<file path="src/rtl/fetch_sequencer.sv">
// Polaris instruction-fetch sequencer: one bus read at a time, with a
// single-entry instruction holding register offered to decode.
module fetch_sequencer #(
    parameter logic [63:0] RESET_PC = 64'hFFFF_FFFF_FFFF_FF00
) (
    input  logic        clk_i,
    input  logic        reset_i,
    output logic [63:0] iadr_o,
    output logic        istb_o,
    input  logic        iack_i,
    input  logic [31:0] idat_i,
    output logic [31:0] inst_o,
    output logic [63:0] ip_o,
    output logic        inst_valid_o,
    input  logic        inst_ready_i,
    input  logic        pc_we_i,
    input  logic [63:0] pc_i,
    input  logic        pipe_empty_i
);

    localparam logic [31:0] NOP      = 32'h0000_0013;
    localparam logic [6:0]  OP_FENCE = 7'b0001111;

    typedef enum logic [1:0] {
        IDLE,
        FETCH,
        DRAIN,
        HOLD
    } state_t;

    state_t      r_state;
    state_t      w_state_nxt;
    logic [63:0] r_pc;
    logic [63:0] r_ip;
    logic [31:0] r_ir;
    logic [63:0] w_pc_nxt;
    logic [63:0] w_ip_nxt;
    logic [31:0] w_ir_nxt;
    logic [63:0] w_target;
    logic        w_fence;
    logic        w_valid;

    assign w_target = pc_i & ~64'h3;
    assign w_fence  = (r_ir[6:0] == OP_FENCE);
    // A held FENCE is only offered once everything older has retired.
    assign w_valid  = (r_state == HOLD) && (!w_fence || pipe_empty_i);

    always_comb begin
        w_state_nxt = r_state;
        w_pc_nxt    = r_pc;
        w_ip_nxt    = r_ip;
        w_ir_nxt    = r_ir;
        unique case (r_state)
            IDLE: begin
                w_state_nxt = FETCH;
                if (pc_we_i) w_pc_nxt = w_target;
            end
            FETCH: begin
                if (pc_we_i) begin
                    w_pc_nxt    = w_target;
                    w_state_nxt = iack_i ? FETCH : DRAIN;
                end else if (iack_i) begin
                    w_ir_nxt    = idat_i;
                    w_ip_nxt    = r_pc;
                    w_pc_nxt    = r_pc + 64'd4;
                    w_state_nxt = HOLD;
                end
            end
            DRAIN: begin
                // The ack of the abandoned cycle carries the old word.
                if (pc_we_i) w_pc_nxt = w_target;
                if (iack_i) w_state_nxt = FETCH;
            end
            HOLD: begin
                if (pc_we_i) begin
                    w_pc_nxt    = w_target;
                    w_state_nxt = FETCH;
                end else if (w_valid && inst_ready_i) begin
                    w_state_nxt = FETCH;
                end
            end
            default: w_state_nxt = IDLE;
        endcase
    end

    always_ff @(posedge clk_i) begin
        if (reset_i) begin
            r_state <= IDLE;
            r_pc    <= RESET_PC;
            r_ip    <= RESET_PC;
            r_ir    <= NOP;
        end else begin
            r_state <= w_state_nxt;
            r_pc    <= w_pc_nxt;
            r_ip    <= w_ip_nxt;
            r_ir    <= w_ir_nxt;
        end
    end

    assign iadr_o       = r_pc;
    assign istb_o       = (r_state == FETCH) || (r_state == DRAIN);
    assign inst_o       = r_ir;
    assign ip_o         = r_ip;
    assign inst_valid_o = w_valid;

endmodule

</file>
<file path="config.mk">
export PLATFORM = sky130hd
export DESIGN_NAME = fetch_sequencer
export DESIGN_NICKNAME = d
export VERILOG_FILES = /design/src/rtl/fetch_sequencer.sv
export SDC_FILE = /design/constraint.sdc
export NUM_CORES = 1
export LEC_CHECK = 0
export CORE_MARGIN = 1.5
export CORE_UTILIZATION = 35
export CTS_CLUSTER_DIAMETER = 80
export DETAILED_ROUTE_END_ITERATION = 8
export PLACE_DENSITY = 0.71
export SLEW_MARGIN = 20
export SYNTH_ARGS = -nofsm -noshare
export SYNTH_HDL_FRONTEND = slang
export SYNTH_SLANG_ARGS = --single-unit
</file>
<file path="constraint.sdc">
create_clock -name clk_i -period 3.7 [get_ports clk_i]
set_input_delay 0.555 -clock clk_i [delete_from_list [all_inputs] [get_ports clk_i]]
set_output_delay 0.555 -clock clk_i [all_outputs]
set_load 0.02 [all_outputs]
</file>
==> flow_summary.toml, run 1 <==
[run_status]
status = "completed"

[yosys]
netlist_area_um2 = 7153
postSynthCellCount = 920
synth-xor-area-share = 0.02939
synth-edff-count = 0
synthAdderAreaFrac = 0.006997
ys_types = 57
synthMuxAreaShare = 0.02536
ys.flop_type = "dfxtp_1"
synth.yosys.seq_area_share = 0.4422
syn_avg_cell_area_um2 = 7.775
yosysWarnings = 0
synth_top_family_by_area = "simple AND/OR/NAND/NOR gates"
ys_ff_latch = 158
synth-simple-area-share = 0.3192
synth_compound_area_frac = 0.1343
synthArstFlopShare = 0

[grt]
antenna_found_initial = 0
grt_max_degree = 69
grt_pass1_vias = 6993
grt_usage = 0.2301
top_usage_layer = "met2"
grt_pass1_wl_mm = 38.94
grt.met1_usage = 0.2967
use_met2 = 0.3726
gr-total-overflow = 0
gr-usage-met3 = 0.06426

[final_layout]
most-common-layout-cells = "clkdlybuf4s50_1, nand2_1, dfxtp_1"
syn2layout_area_growth_pct = 47.42
fin_nets = 1254
final_common_cell = "clkdlybuf4s50_1"
insertedDiodeCount = 0
drive_above_1_share = 0.05532

[floorplan]
fp.dieH_um = 146.0
num_rows = 52
die_area_um2 = 21300
start_util = 0.3547
core_um2 = 20170
die_w_um = 146.0
ioPinCount = 264

[worst_setup_path]
critPathLaunchType = "flop"
critPathRequiredTime_ns = 4.05
r2r_cells = 8
cp-end-kind = "flop"
arrival_ns = 3.05
crit_type = "reg -> reg"
path_max_fanout = 51

[sta]
setup_viol = 0
clock_skew_ns = 0.007658
finalSetupTns_ns = 0
post-route-period-util = 0.7279
slew_violations = 0
rsz0062_at_grt = "no"
min_period_ns = 2.693
hold_viol = 0
relSlewSlack = 0.4907
worstMarginPinSlew_ns = 0.7628
fmaxAchievable_ghz = 0.3713

[route]
drc_errors = 0
vias_per_cell = 5.270
dr.first_iter.drc_count = 511
postRouteAntennaNets = 0
wl_per_cell_um = 17.36
dr.pass1.iters = 5
wl_mm = 24.78
via_count = 7520

[clock_tree]
htreeDepth = 4
cts-resized-gates = 0
clk_latency_ns = 0.42
numCtsBuffers = 17
postCtsSetupRepairBufs = 0
cts_tree = "built"
path_clk_slew_ns = 0.06
cts_hold_buf = 0
cts_buffer_depth = 2
cts_sinks = 158
cts_root_buf = "clkbuf_16"

[place]
globalplace.congestion = 0.8521
numPortBuffers = 257
dpl.hpwl_mm = 17.10

[power]
power_switching_share = 0.2715
p_switching_mw = 1.246
worst_ir_drop_vdd_mv = 0.3229
pwr-share-comb = 0.178
p_total_mw = 4.588
leakage_nw = 4.117
powerDensity_nw_per_um2 = 435.1
pwr-share-clk = 0.408
intPower_mw = 3.343
seqPwrFrac = 0.414

[min_path]
hold_path_class = "reg -> reg"
min_path_cells = 2

[flow_run]
drv_cap = 0
## cell type report
class                           count  area, µm²
Clock buffer                       22      474.2
Clock inverter                      6      133.9
Fill cell                        1957       9624
Inverter                           11      42.54
Multi-Input combinational cell    691       3716
Sequential cell                   158       3163
Tap cell                          270      337.8
Timing Repair Buffer              269       2678
## worst paths after layout
| path | slack (ns) | start | endpoint |
|---|---|---|---|
| max | 1.01 | r_state[1] | inst_o[19] |
| min | 0.45 | inst_o[29] | inst_o[29] |
| max reg2reg | 1.01 | r_state[1] | inst_o[19] |
| min reg2reg | 0.45 | inst_o[29] | inst_o[29] |
## logic make-up after synthesis
kind of cell | Yosys count
compound gates | 158
xor+xnor | 24
fa+ha+maj | 4
buf+inv | 74
flops | 158
mux | 18
other cells | 1
simple gates | 483
## metrics by stage
stage	setup slack, ns	cell area, µm²	utilization	instances	hold slack, ns
floorplan	1.584	7164	-	923	0.4882
global placement	0.7415	9937	0.4927	1399	0.4414
detailed placement	0.7156	9937	0.4927	1399	0.4466
CTS	1.001	10550	0.5228	1427	0.4555
global route	0.7928	10550	0.5228	1427	0.4741
finish	1.007	10550	0.5228	1427	0.4543
## power by group through the flow
| stage | Sequential, mW | Clock [mW] | Combinational, mW |
|---|---|---|---|
| 6_report | 1.90 | 1.87 | 0.817 |
| 3_3_place_gp | 1.93 | 0 | 0.809 |
| 2_1_floorplan | 2.02 | 0 | 0.334 |
| 4_1_cts | 1.90 | 1.91 | 0.820 |
| 5_1_grt | 1.92 | 1.99 | 0.880 |
| 3_5_place_dp | 1.94 | 0 | 0.816 |
## cells in the mapped netlist, types with 5 or more instances
cell / number / area (µm²)
and2_1: 5 / 31.28
buf_1: 10 / 37.54
xor2_1: 8 / 70.07
nand2_1: 249 / 934.7
nand3_1: 80 / 400.4
nor2_1: 40 / 150.1
nand2b_1: 6 / 37.54
o21a_1: 5 / 37.54
a21oi_1: 61 / 305.3
nor3_1: 34 / 170.2
nor4_1: 8 / 50.05
a22oi_1: 6 / 45.04
o21ai_0: 32 / 160.2
nand4_1: 21 / 131.4
o211ai_1: 11 / 82.58
o22ai_1: 14 / 87.58
xnor2_1: 16 / 140.1
a31o_2: 5 / 43.79
inv_1: 10 / 37.54
mux2i_1: 17 / 170.2
dfxtp_1: 158 / 3163
and3_1: 14 / 87.58
clkbuf_1: 43 / 161.4
## worst max-delay path, cell delays in order, from the launching register on
cell and delay, ns:
dfxtp_1 0.35, inv_1 0.07, ha_1 0.26, and2_1 0.39, nand2_4 0.16, buf_4 0.50
buf_4 0.57, nand2_1 0.13, a21oi_1 0.17
## metal layers
metal	wire length, µm	vias to the layer above
met3	1934	37
met5	0	-
met1	10670	3543
met2	11690	281
met4	479	0
li1	-	3659
## sequential cells by signal, indices dropped and copies added (netlist names)
name,count
iadr_o,62
r_state,2
inst_o,32
ip_o,62
Note: power is estimated with default switching activity, not from simulation.
==> run 2: changes to the inputs <==
--- a/config.mk
+++ b/config.mk
@@ -9,7 +9,7 @@
 export CORE_UTILIZATION = 35
 export CTS_CLUSTER_DIAMETER = 80
 export DETAILED_ROUTE_END_ITERATION = 8
-export PLACE_DENSITY = 0.71
+export PLACE_DENSITY = 0.73
 export SLEW_MARGIN = 20
 export SYNTH_ARGS = -nofsm -noshare
 export SYNTH_HDL_FRONTEND = slang
==> constraint.sdc (replaced) <==
create_clock -name clk_i -period 2.2 [get_ports clk_i]
set_input_delay 0.33 -clock clk_i [delete_from_list [all_inputs] [get_ports clk_i]]
set_output_delay 0.33 -clock clk_i [all_outputs]
set_load 0.02 [all_outputs]
==> flow_summary.toml, run 2 (synthesized netlist as in run 1, its figures left out) <==
[run_status]
status = "completed"

[final_layout]
final_common_cell = "clkdlybuf4s50_1"
drive_above_1_share = 0.1306
nFillCells = 1883
most-common-layout-cells = "clkdlybuf4s50_1, nand2_1, dfxtp_1"
fin_cells = 1518
final-seq-area_um2 = 3164
insertedDiodeCount = 0
syn2layout_area_growth_pct = 57.97
fin_util = 0.5602
fin_nets = 1341
multi_input_area_um2 = 3780
final_area_um2 = 11300

[place]
dp_cells = 1481
dp_slack_ns = 0.005206
numPortBuffers = 257
dpl.hpwl_mm = 18.30
globalplace.congestion = 0.8666
dpl_cell_area_um2 = 10590

[route]
wl_per_cell_um = 16.42
dr.first_iter.drc_count = 591
postRouteAntennaNets = 0
drc_errors = 0
via_count = 7796
vias_per_cell = 5.136
dr.pass1.iters = 5
wl_mm = 24.92

[worst_setup_path]
crit_type = "reg -> out"
endpoint = "inst_valid_o"
r2r_slack_ns = 0.12
path_max_fanout = 3
cp-end-kind = "output pin"
crit_start = "inst_o[4]"
arrival_ns = 1.80
r2r_end = "iadr_o[51]"
timing.rr.start = "iadr_o[2]"
critPathLaunchType = "flop"
critPathRequiredTime_ns = 1.87
r2r_cells = 7

[sta]
clock_skew_ns = 0.01066
hold_viol = 0
slew_violations = 0
post-route-period-util = 0.9669
setup_slack_ns = 0.07280
worstMarginPinSlew_ns = 0.5966
finalSetupTns_ns = 0
setup_viol = 0
min_period_ns = 2.127
fmaxAchievable_ghz = 0.4701
relSlewSlack = 0.6008
rsz0062_at_grt = "yes"

[grt]
grt_pass1_wl_mm = 39.33
grt_pass1_vias = 7435
grt_max_degree = 66
grt_usage = 0.2330
gr-total-overflow = 0
antenna_found_initial = 0

[flow_run]
drv_cap = 0

[clock_tree]
cts_root_buf = "clkbuf_16"
path_clk_slew_ns = 0.07
htreeDepth = 4
clk_latency_ns = 0.43
cts_hold_buf = 0
cts_buffer_depth = 2
numCtsBuffers = 17
cts_sinks = 158
cts_tree = "built"

[power]
leakage_nw = 4.562
powerDensity_nw_per_um2 = 688.0
worst_ir_drop_vdd_mv = 0.5435

[floorplan]
die_area_um2 = 21300
core_um2 = 20170
start_util = 0.3547
num_rows = 52
die_w_um = 146.0
ioPinCount = 264
fp.dieH_um = 146.0

[min_path]
hold_path_class = "in -> reg"
[run 2: cell count changes in the layout (fill, tap and decap cells not counted), moves of 3 or more]
cell	before	now
buf_4	10	94
nor4_1	8	5
buf_12	2	5
clkinvlp_4	0	3
[run 2: power breakdown]
| part | switching (mW) | internal (mW) | total, mW |
|---|---|---|---|
| Sequential | 0.109 | 3.02 | 3.13 |
| Clock | 1.23 | 1.82 | 3.05 |
| Combinational | 0.846 | 0.751 | 1.60 |
| Total | 2.19 | 5.59 | 7.77 |
[run 2: worst min-delay path by stage]
stage / startpoint / endpoint / slack [ns] / cells after the start
global placement: inst_o[17] / inst_o[17] / 0.44 / 2
floorplan: idat_i[0] / inst_o[0] / 0.45 / 2
global route: reset_i / r_state[0] / 0.36 / 2
finish: reset_i / inst_o[3] / 0.34 / 2
CTS: reset_i / inst_o[2] / 0.32 / 2
detailed placement: inst_o[21] / inst_o[21] / 0.45 / 2
[run 2: layout make-up]
class	instances	area share
clock buffers	19	0.03920
multi-input cells	691	0.3345
flip-flops and latches	158	0.2800
well taps	270	0.02990
clock inverters	13	0.01439
inverters	11	0.003765
repair buffers	356	0.2982
[run 2: layer usage]
metal	global-route usage	up-vias	wire [µm]	share of wire
met2	0.3729	323	11520	0.46
met3	0.06395	48	2046	0.082
met5	0	-	0	0
met4	0.08622	0	665	0.027
met1	0.2998	3601	10690	0.43
li1	-	3824	-	-
[run 2: critical path, stage by stage (launching register included)]
cell and delay, ns:
dfxtp_1 0.32, or4_1 0.55, o21a_1 0.20, dlygate4sd2_1 0.31
[run 2: through the flow]
stage | hold WS [ns] | power (mW)
after floorplan | 0.4543 | 3.951
after global placement | 0.4410 | 4.746
after detailed placement | 0.4463 | 4.763
after CTS | 0.3234 | 7.821
after global routing | 0.3571 | 8.117
final | 0.3370 | 7.774
[run 2: what timing repair did]
item	CTS	global route
setup endpoints to repair	1	11
pin swaps	0	5
setup buffers	0	5
gates resized for setup	1	12
==> run 3: changes to the inputs <==
--- a/config.mk
+++ b/config.mk
@@ -9,7 +9,8 @@
 export CORE_UTILIZATION = 35
 export CTS_CLUSTER_DIAMETER = 80
 export DETAILED_ROUTE_END_ITERATION = 8
-export PLACE_DENSITY = 0.73
+export MAX_ROUTING_LAYER = met4
+export PLACE_DENSITY = 0.71
 export SLEW_MARGIN = 20
 export SYNTH_ARGS = -nofsm -noshare
 export SYNTH_HDL_FRONTEND = slang
==> constraint.sdc (replaced) <==
create_clock -name clk_i -period 2.01 [get_ports clk_i]
set_input_delay 0.3015 -clock clk_i [delete_from_list [all_inputs] [get_ports clk_i]]
set_output_delay 0.3015 -clock clk_i [all_outputs]
set_load 0.02 [all_outputs]
==> flow_summary.toml, run 3 (synthesized netlist as in run 1, its figures left out) <==
[worst_setup_path]
critPathRequiredTime_ns = 2.36
timing.rr.start = "iadr_o[11]"
path_cells = "nand4_4 -> buf_4 -> nor4_4 -> nand4_1 -> mux2_2 -> o21ai_0"
path_max_fanout = 5
cp-end-kind = "flop"
r2r_cells = 6
r2r_slack_ns = 0.06
arrival_ns = 2.30
crit_buf_inv = 1
critPathLaunchType = "flop"
crit_family = "simple AND/OR/NAND/NOR gates"
crit_type = "reg -> reg"
r2r_end = "iadr_o[34]"
critPathSlowestCell = "nor4_4"
critPathMaxStageDelay_ns = 0.45

[floorplan]
die_area_um2 = 21300
num_rows = 52
die_w_um = 146.0
core_um2 = 20170
fp.dieH_um = 146.0
ioPinCount = 264
start_util = 0.3547

[power]
worst_ir_drop_vdd_mv = 0.6019
p_total_mw = 8.508
powerDensity_nw_per_um2 = 726.0
leakage_nw = 4.738

[place]
numPortBuffers = 257
dpl.hpwl_mm = 19.00
globalplace.congestion = 0.8905
dp_slack_ns = -0.2276

[grt]
grt_max_degree = 50
antenna_found_initial = 0
grt_pass1_wl_mm = 40.41
grt_pass1_vias = 7631
gr-total-overflow = 0
grt_usage = 0.2446

[clock_tree]
cts_root_buf = "clkbuf_16"
cts_sinks = 158
path_clk_slew_ns = 0.06
numCtsBuffers = 17
cts_tree = "built"
cts_hold_buf = 0
htreeDepth = 4
cts_buffer_depth = 2
clk_latency_ns = 0.43

[final_layout]
drive_above_1_share = 0.1885
most-common-layout-cells = "clkdlybuf4s50_1, nand2_1, buf_4"
final_common_cell = "clkdlybuf4s50_1"
syn2layout_area_growth_pct = 63.83
insertedDiodeCount = 0
fin_nets = 1382
nFillCells = 1836
fin_util = 0.5810

[route]
wl_per_cell_um = 16.58
via_count = 7982
dr.pass1.iters = 5
drc_errors = 0
vias_per_cell = 5.120
wl_mm = 25.85
postRouteAntennaNets = 0
dr.first_iter.drc_count = 553

[min_path]
min_to = "r_state[0]"
min_from = "reset_i"
min_path_cells = 2
hold_path_class = "in -> reg"

[sta]
fmaxAchievable_ghz = 0.5127
post-route-period-util = 0.9704
relSlewSlack = 0.6144
setup_slack_ns = 0.05954
setup_viol = 0
worstMarginPinSlew_ns = 0.5785
hold_viol = 0
min_period_ns = 1.950
clock_skew_ns = 0.006778
rsz0062_at_grt = "yes"
slew_violations = 0
hold_slack_ns = 0.3070

[run_status]
status = "completed"

[flow_run]
drv_cap = 0
[run 3: through the flow]
stage          cell area [µm²]  instances   TNS, ns
2_1_floorplan             7216        923  -0.02436
3_3_place_gp             10910       1519    -8.110
3_5_place_dp             10910       1519    -10.38
4_1_cts                  11500       1552         0
5_1_grt                  11720       1559   -0.2423
6_report                 11720       1559         0
[run 3: report_power, final]
part,internal (mW),switching (mW)
Combinational,0.893,0.975
Clock,1.89,1.32
Sequential,3.31,0.117
[run 3: how the worst max path moves through the flow]
stage	start	endpoint	slack (ns)	cells after the start
after floorplan	iadr_o[19]	iadr_o[50]	-0.02	7
after global placement	iack_i	iadr_o[61]	-0.19	7
after detailed placement	iack_i	iadr_o[38]	-0.23	6
after CTS	iadr_o[3]	iadr_o[50]	0.002	8
after global routing	iadr_o[2]	iadr_o[52]	-0.07	9
final	iadr_o[11]	iadr_o[34]	0.06	6
[run 3: area by class of cell]
type	instances	area (µm²)	area share
clock buffer	22	464.2	0.03961
inverter	11	42.54	0.003630
tap	270	337.8	0.02883
sequential	158	3197	0.2728
multi-input combinational	691	3908	0.3334
timing repair buffer	397	3657	0.3121
clock inverter	10	112.6	0.009609
[run 3: layer usage]
layer,GRT usage,up-vias,part of all wire
met2,0.3900,274,0.48
met4,0.08469,0,0.023
met1,0.3109,3746,0.44
met3,0.04514,47,0.060
met5,-,-,0
li1,-,3915,-
[run 3: repair_timing]
action                     CTS  global route
setup buffers                1             7
setup endpoints to repair    7            30
pin swaps                    2            16
resized for setup            9            41
cloned                       0             0
